--- src/rtl/line_clear_engine.sv ---
// Row-compaction engine for the 12x12 landed-block board; scans bottom-up, drops full rows.
// Optional running score port enabled with `define LINE_CLEAR_SCORE_EN.
module line_clear_engine #(
    parameter int COLS  = 12,
    parameter int ROWS  = 12,
    parameter int CNT_W = 4,
    localparam int BW   = COLS * ROWS
) (
    input  logic            clk,
    input  logic            rst,
    input  logic            start,
    input  logic [BW-1:0]   board_in,
    output logic            busy,
    output logic            done,
    output logic [BW-1:0]   board_out,
    output logic [CNT_W-1:0] lines,
    output logic [ROWS-1:0] full_rows
`ifdef LINE_CLEAR_SCORE_EN
    ,
    output logic [15:0]     score
`endif
);

    localparam int IW = $clog2(ROWS);

    typedef enum logic [1:0] {
        IDLE,
        SCAN,
        DONE
    } state_t;

    state_t           state_q;
    logic [BW-1:0]    snap_q;
    logic [BW-1:0]    buf_q;
    logic [BW-1:0]    buf_d;
    logic [IW-1:0]    rd_q;
    logic [IW-1:0]    wr_q;
    logic [IW-1:0]    wr_d;
    logic [CNT_W-1:0] cnt_q;
    logic [CNT_W-1:0] cnt_d;
    logic [ROWS-1:0]  mask_q;
    logic [ROWS-1:0]  mask_d;
    logic             busy_q;
    logic             done_q;
    logic [BW-1:0]    board_out_q;
    logic [CNT_W-1:0] lines_q;
    logic [ROWS-1:0]  full_rows_q;
    logic [COLS-1:0]  row_rd;
    logic             row_full;

    assign row_rd   = snap_q[int'(rd_q)*COLS +: COLS];
    assign row_full = &row_rd;

    // Next-state of the working set for the row currently under rd_q.
    always_comb begin
        buf_d  = buf_q;
        wr_d   = wr_q;
        cnt_d  = cnt_q;
        mask_d = mask_q;
        if (row_full) begin
            mask_d[rd_q] = 1'b1;
            cnt_d        = cnt_q + CNT_W'(1);
        end else begin
            buf_d[int'(wr_q)*COLS +: COLS] = row_rd;
            wr_d = wr_q - IW'(1);
        end
    end

`ifdef LINE_CLEAR_SCORE_EN
    logic [15:0] score_q;

    function automatic logic [15:0] score_add(
        input logic [15:0]      s,
        input logic [CNT_W-1:0] n
    );
        logic [3:0]  inc;
        logic [16:0] sum;
        unique case (1'b1)
            (n == CNT_W'(0)): inc = 4'd0;
            (n == CNT_W'(1)): inc = 4'd1;
            (n == CNT_W'(2)): inc = 4'd3;
            (n == CNT_W'(3)): inc = 4'd5;
            default:          inc = 4'd8;
        endcase
        sum = {1'b0, s} + 17'(inc);
        return sum[16] ? 16'hFFFF : sum[15:0];
    endfunction

    assign score = score_q;
`endif

    always_ff @(posedge clk) begin
        if (rst) begin
            state_q     <= IDLE;
            snap_q      <= '0;
            buf_q       <= '0;
            rd_q        <= '0;
            wr_q        <= '0;
            cnt_q       <= '0;
            mask_q      <= '0;
            busy_q      <= 1'b0;
            done_q      <= 1'b0;
            board_out_q <= '0;
            lines_q     <= '0;
            full_rows_q <= '0;
`ifdef LINE_CLEAR_SCORE_EN
            score_q     <= '0;
`endif
        end else begin
            done_q <= 1'b0;
            unique case (state_q)
                IDLE: begin
                    if (start) begin
                        snap_q  <= board_in;
                        buf_q   <= '0;
                        rd_q    <= IW'(ROWS - 1);
                        wr_q    <= IW'(ROWS - 1);
                        cnt_q   <= '0;
                        mask_q  <= '0;
                        busy_q  <= 1'b1;
                        state_q <= SCAN;
                    end
                end
                SCAN: begin
                    buf_q  <= buf_d;
                    wr_q   <= wr_d;
                    cnt_q  <= cnt_d;
                    mask_q <= mask_d;
                    rd_q   <= rd_q - IW'(1);
                    // Publish on the final row so results appear with done.
                    if (rd_q == '0) begin
                        state_q     <= DONE;
                        done_q      <= 1'b1;
                        board_out_q <= buf_d;
                        lines_q     <= cnt_d;
                        full_rows_q <= mask_d;
                    end
                end
                DONE: begin
                    state_q <= IDLE;
                    busy_q  <= 1'b0;
`ifdef LINE_CLEAR_SCORE_EN
                    score_q <= score_add(score_q, lines_q);
`endif
                end
                default: begin
                    state_q <= IDLE;
                    busy_q  <= 1'b0;
                end
            endcase
        end
    end

    assign busy      = busy_q;
    assign done      = done_q;
    assign board_out = board_out_q;
    assign lines     = lines_q;
    assign full_rows = full_rows_q;

endmodule

--- config.mk ---
export PLATFORM = sky130hd
export DESIGN_NAME = line_clear_engine
export DESIGN_NICKNAME = d
export VERILOG_FILES = /design/src/rtl/line_clear_engine.sv
export SDC_FILE = /design/constraint.sdc
export NUM_CORES = 1
export LEC_CHECK = 0
export CORE_MARGIN = 10
export CORE_UTILIZATION = 50
export CTS_BUF_LIST = sky130_fd_sc_hd__clkbuf_4
export DETAILED_ROUTE_END_ITERATION = 12
export DONT_BUFFER_PORTS = 1
export PLACE_DENSITY_LB_ADDON = 0.15
export SLEW_MARGIN = 20
export SYNTH_ARGS = -nofsm -noshare
export SYNTH_HDL_FRONTEND = slang
export SYNTH_SLANG_ARGS = --single-unit
export TNS_END_PERCENT = 100
--- constraint.sdc ---
create_clock -name clk -period 8.8 [get_ports clk]
set_clock_uncertainty 0.05 [all_clocks]
set_input_delay 0.44 -clock clk [delete_from_list [all_inputs] [get_ports clk]]
set_output_delay 0.44 -clock clk [all_outputs]
set_load 0.01 [all_outputs]
* After elaboration in Yosys (flattened, before gate mapping) *
Index checks and enable logic that the tools add are counted.

word-level totals
  input bits = 147
  bits in latches = 0
  memories kept = 0
  memory bits (writable) = 0
  register bits = 476
  memory bits (read-only) = 0
  word-level logic and storage cells = 63
  output and inout bits = 162

cells by class
  reductions and logical operators = 12
  add/subtract/negate cells = 4
  muxes and demuxes = 22
  shift operators = 3
  bitwise operators = 2
  divide/modulo/power cells = 0
  equal/unequal tests = 4
  magnitude comparators = 2
  multipliers = 2

operators with widths
  cell                                                        number
  2-to-1 mux 144 bit                                          2
  one-hot mux 144 bit (2 select lines)                        1
  bitwise mux 144 bit                                         1
  variable shift 12 x 33 -> 144 bit, first input constant     1
  indexed part select 12 x 33 -> 144 bit                      1
  indexed part select 144 x 9 -> 12 bit                       1
  negation 8 -> 33 bit                                        1
  2-to-1 mux 12 bit                                           2
  one-hot mux 12 bit (2 select lines)                         1
  one-hot mux 4 bit (2 select lines)                          3
  2-to-1 mux 4 bit                                            4
  multiplier 4 x 2 -> 6 bit, second input constant            2
  OR 12 bit                                                   1
  AND reduction 12 bit                                        1
  AND reduction 2 bit                                         5
  subtractor 4 x 1 -> 4 bit, second input constant            2
  != test 2 bit, second input constant                        3
  less-than comparator 4 x 5 -> 1 bit, second input constant  1
  adder 4 x 1 -> 4 bit, second input constant                 1
  demux 1 bit (select 4 bit)                                  1
  >= comparator 4 x 1 -> 1 bit, second input constant         1
  zero test 4 bit                                             1
  2-to-1 mux 2 bit                                            2
  one-hot mux 2 bit (2 select lines)                          1
  9 further kinds                                             11

* Longest topological paths before layout *
  depth after elaboration = 7
  mapped depth = 17
  depth with buffers taken out = 13

* Worst setup path before layout *
Ideal clock, no wire load.

  path type = flip-flop to flip-flop
  start = reg wr_q[0]
  end = reg buf_q[11]
  setup slack = 4.732 ns
  period minus slack after synthesis = 4.068 ns
  data required time = 8.633 ns
  arrival = 3.901 ns
  cell stages (with the launch flop) = 16
  buffers on the path = 4
  library setup time = 0.117 ns
  path through = dfxtp_1 clkbuf_1 inv_1 clkbuf_1 ha_1 clkbuf_1 nor3b_1 nand2_1 a21oi_1 ha_1 clkbuf_1 nor3_1 nand2_1 a21oi_2 a21oi_1 a32o_1

on the way
  cells in the longest elaborated chain, start to end = 6
  elaborated cells between the ends (all ways) = 7
  those cells by class = 1 x add/sub; 1 x mul; 2 x shift; 3 x mux

RTL lines
  element                                                                                             RTL line  source
  from (decl)                                                                                         37        logic [IW-1:0] wr_q;
  from (signal assigned)                                                                              117       wr_q <= IW'(ROWS - 1);
  from (signal assigned)                                                                              126       wr_q <= wr_d;
  multiplier 4 x 2 -> 6 bit (*)                                                                       64        buf_d[int'(wr_q)*COLS +: COLS] = row_rd;
  negation 8 -> 33 bit (*)                                                                            64
  indexed part select 12 x 33 -> 144 bit / variable shift 12 x 33 -> 144 bit (equally long branches)  64
  bitwise mux 144 bit (*)                                                                             64
  2-to-1 mux 144 bit (*)                                                                              60        if (row_full) begin
  one-hot mux 144 bit (2 select lines) (*)                                                            111       unique case (state_q)
  to (signal assigned)                                                                                125       buf_q <= buf_d;
  to (decl)                                                                                           34        logic [BW-1:0] buf_q;

Every way passes the cells marked *; elsewhere a longest branch is shown, timed or not.
A chain may end at the register's enable or synchronous reset.

* Worst setup path after layout *
  start = reg wr_q[0]
  end = reg buf_q[137]

Same word-level chain as after synthesis.

==> run metrics <==
DP HPWL between 50 and 60 mm; CP Capture Type flop; Sw Share 35.7%; Root Driver clkbuf_4; final hold vios 0; CP max FO 27; sequential power share 41.7%; Netlist cell types just over 90; Peak supply drop between 100 and 150 uV; Clk pwr share 32.1%; area leader, netlist dfxtp_1; Ys Warns 0; min Tclk post-route roughly 5.0 ns; DIE WIDTH 226 um; cell-internal power 3.56 mW; most frequent cells in the layout nand2_1, dfxtp_1, a21oi_1; Leakage Power 8.76 nW; fin crit share 56.9%; placed cell area 21300 um^2; setup violators final 0; ys async rst share 0%; Most used DFF post-synth dfxtp_1; die area 51000 um^2; fin area around 24000 um^2; Data arrival, critical path roughly 5.7 ns; CP max-delay cell nor4_2; max-cap viol count 0; die height roughly 230 um; met3 wire length approximately 6.1 mm; largest net degree at the start of global routing 261; Sw Pwr 1.98 mW; vias post-DR 19600; routed wire length around 76 mm; CTS-repair resized insts 0; Final Max Tran Viols 0; total CTS buffers roughly 120; critical path required time 9.53 ns; Routability Congestion between 0.9 and 1; Seq/Total Area, Yosys 45.0%; CP startpoint kind flop; CP bufs+invs 4; Comb pwr share 26.1%; io pins 309; CP peak stage delay approximately 0.67 ns; H-tree levels 3; Congestion Overflow GR 0; synthesized area 21200 um^2; crit-path leading delay family simple AND/OR/NAND/NOR gates; most common cell after layout, fill and taps aside nand2_1; critical-path cell list buf_4 > ha_1 > inv_1 > fa_1 > ha_1 > buf_4 > inv_1 > nand2_1 > nor3_1 > a211oi_1 > nor4_2 > o21ai_0 > a22o_1; initial antenna violation count 5; Yosys reg bits roughly 480; first-pass GRT wire length between 100 and 150 mm; nets@finish around 2700; share of layout cells above drive strength 1 a little under an eighth; unrepaired setup endpoints after global routing false; syn_nets 2618; Max-slew headroom between 15 and 20%; Worst-Margin Slew 1.26 ns; M1 wire length 31.1 mm; Setup Buffers After CTS 0; post-synthesis cell count 2453; Initial Util 50.5%; routed wl met2 around 37 mm; Synth top area share between 40% and 50%; First DRT Iteration DRCs roughly 1800; # rows 75; CTS tree yes; PortBufs 0; DRC 0; TNS Setup 0 ns; outcome complete, no violations; Global Route Usage Sum roughly 29%; max layer used met4; DR pass1 iterations 8; Core Box Area between 40000 and 50000 um^2; area grow syn2layout 14.4%; fmax approximately 0.2 GHz; clk slew on worst S/H paths 0.06 ns; Worst Hold Class input port to flop; post-DR wirelength/cell ~24 um; Clock Latency Late Sink ~0.9 ns; Post-synth EDFFs 0; Synth area leaders dfxtp_1, nand2_1, mux2i_1; TritonCTS sink count ~480; Hold WS ~0.033 ns; share of the core filled with cells 57.8%; Crit Path Class flop to flop; vias per inst a little over 6; deepest clock path buffer count 3; Power Total ~5.5 mW; number of global-route vias before repair about 19000; Avg Cell Area, Syn 8.64 um^2; Final ANT Viol Nets 0; pwr/cell area 229 nW/um^2
## synthesized netlist by cell type, types with 21 or more instances
cell type,count
clkbuf_1,128
a22o_1,54
a211oi_1,26
nor2_1,154
a31oi_1,21
a22oi_1,29
nand2_1,535
nand3_1,66
nor3_1,48
a32o_1,33
nand3b_1,21
o21ai_0,121
mux2i_1,107
mux4_2,23
o22ai_1,24
dfxtp_1,476
a21oi_1,211
## layer usage
layer  global-route usage, %  up-vias
met4                    9.30        0
li1                        -     9131
met1                    35.7     9491
met5                       0        -
met3                    7.83      120
met2                    47.8      840
## cells by family (layout without fill, tap and decap cells)
kind of cell | Yosys count | count (layout) | synth area share (%)
AOI/OAI and AO/OA | 651 | 651 | 20.2
xor gates and xnor gates | 9 | 9 | 0.372
adders and majority gates | 18 | 18 | 1.10
buffers and inverters | 200 | 402 | 4.55
DFF | 476 | 476 | 45.0
muxes | 143 | 143 | 8.47
other | 0 | 8 | 0
and+or+nand+nor | 956 | 956 | 20.3
## power groups by stage
stage | sequential, mW | combinational [mW] | clock, mW
global route | 2.32 | 1.53 | 1.93
detailed placement | 2.36 | 1.33 | 0
finish | 2.31 | 1.45 | 1.78
CTS | 2.31 | 1.41 | 1.81
floorplan | 2.33 | 0.915 | 0
global placement | 2.36 | 1.32 | 0
## state kept, by name, indices dropped and copies added (netlist names)
| register | flops |
|---|---|
| board_out | 144 |
| wr_q | 4 |
| done | 1 |
| mask_q | 12 |
| lines | 4 |
| cnt_q | 4 |
| busy | 1 |
| buf_q | 144 |
| rd_q | 4 |
| full_rows | 12 |
| snap_q | 144 |
| state_q | 2 |
## repair_timing
item	CTS	global route
endpoints found under the setup margin	0	0
hold buffers	147	0
hold endpoints to repair	287	0
## metrics by stage
step | setup WS, ns | cells
after floorplan | 4.73 | 2453
after global placement | 3.87 | 2851
after detailed placement | 3.86 | 2851
after CTS | 3.86 | 3194
after global routing | 3.38 | 3200
final | 3.79 | 3202
## area by class of cell
| class | count | area, um^2 |
|---|---|---|
| flip-flops and latches | 476 | 9530 |
| multi-input cells | 1777 | 10800 |
| well taps | 539 | 674 |
| repair buffers | 184 | 1770 |
| diodes | 8 | 20.0 |
| inverters | 22 | 82.6 |
| clock buffers | 179 | 1340 |
| fillers | 3755 | 17700 |
| clock inverters | 17 | 63.8 |
## worst paths after layout
kind	from	to	slack, ns	cells past startpoint
worst max-delay path	wr_q[0]	buf_q[137]	3.79	13
worst min-delay path	rst	board_out[42]	0.03	2
worst max register to register	wr_q[0]	buf_q[137]	3.79	13
worst min register to register	buf_q[125]	board_out[125]	0.40	2
Power figures use the tool's default switching activity.
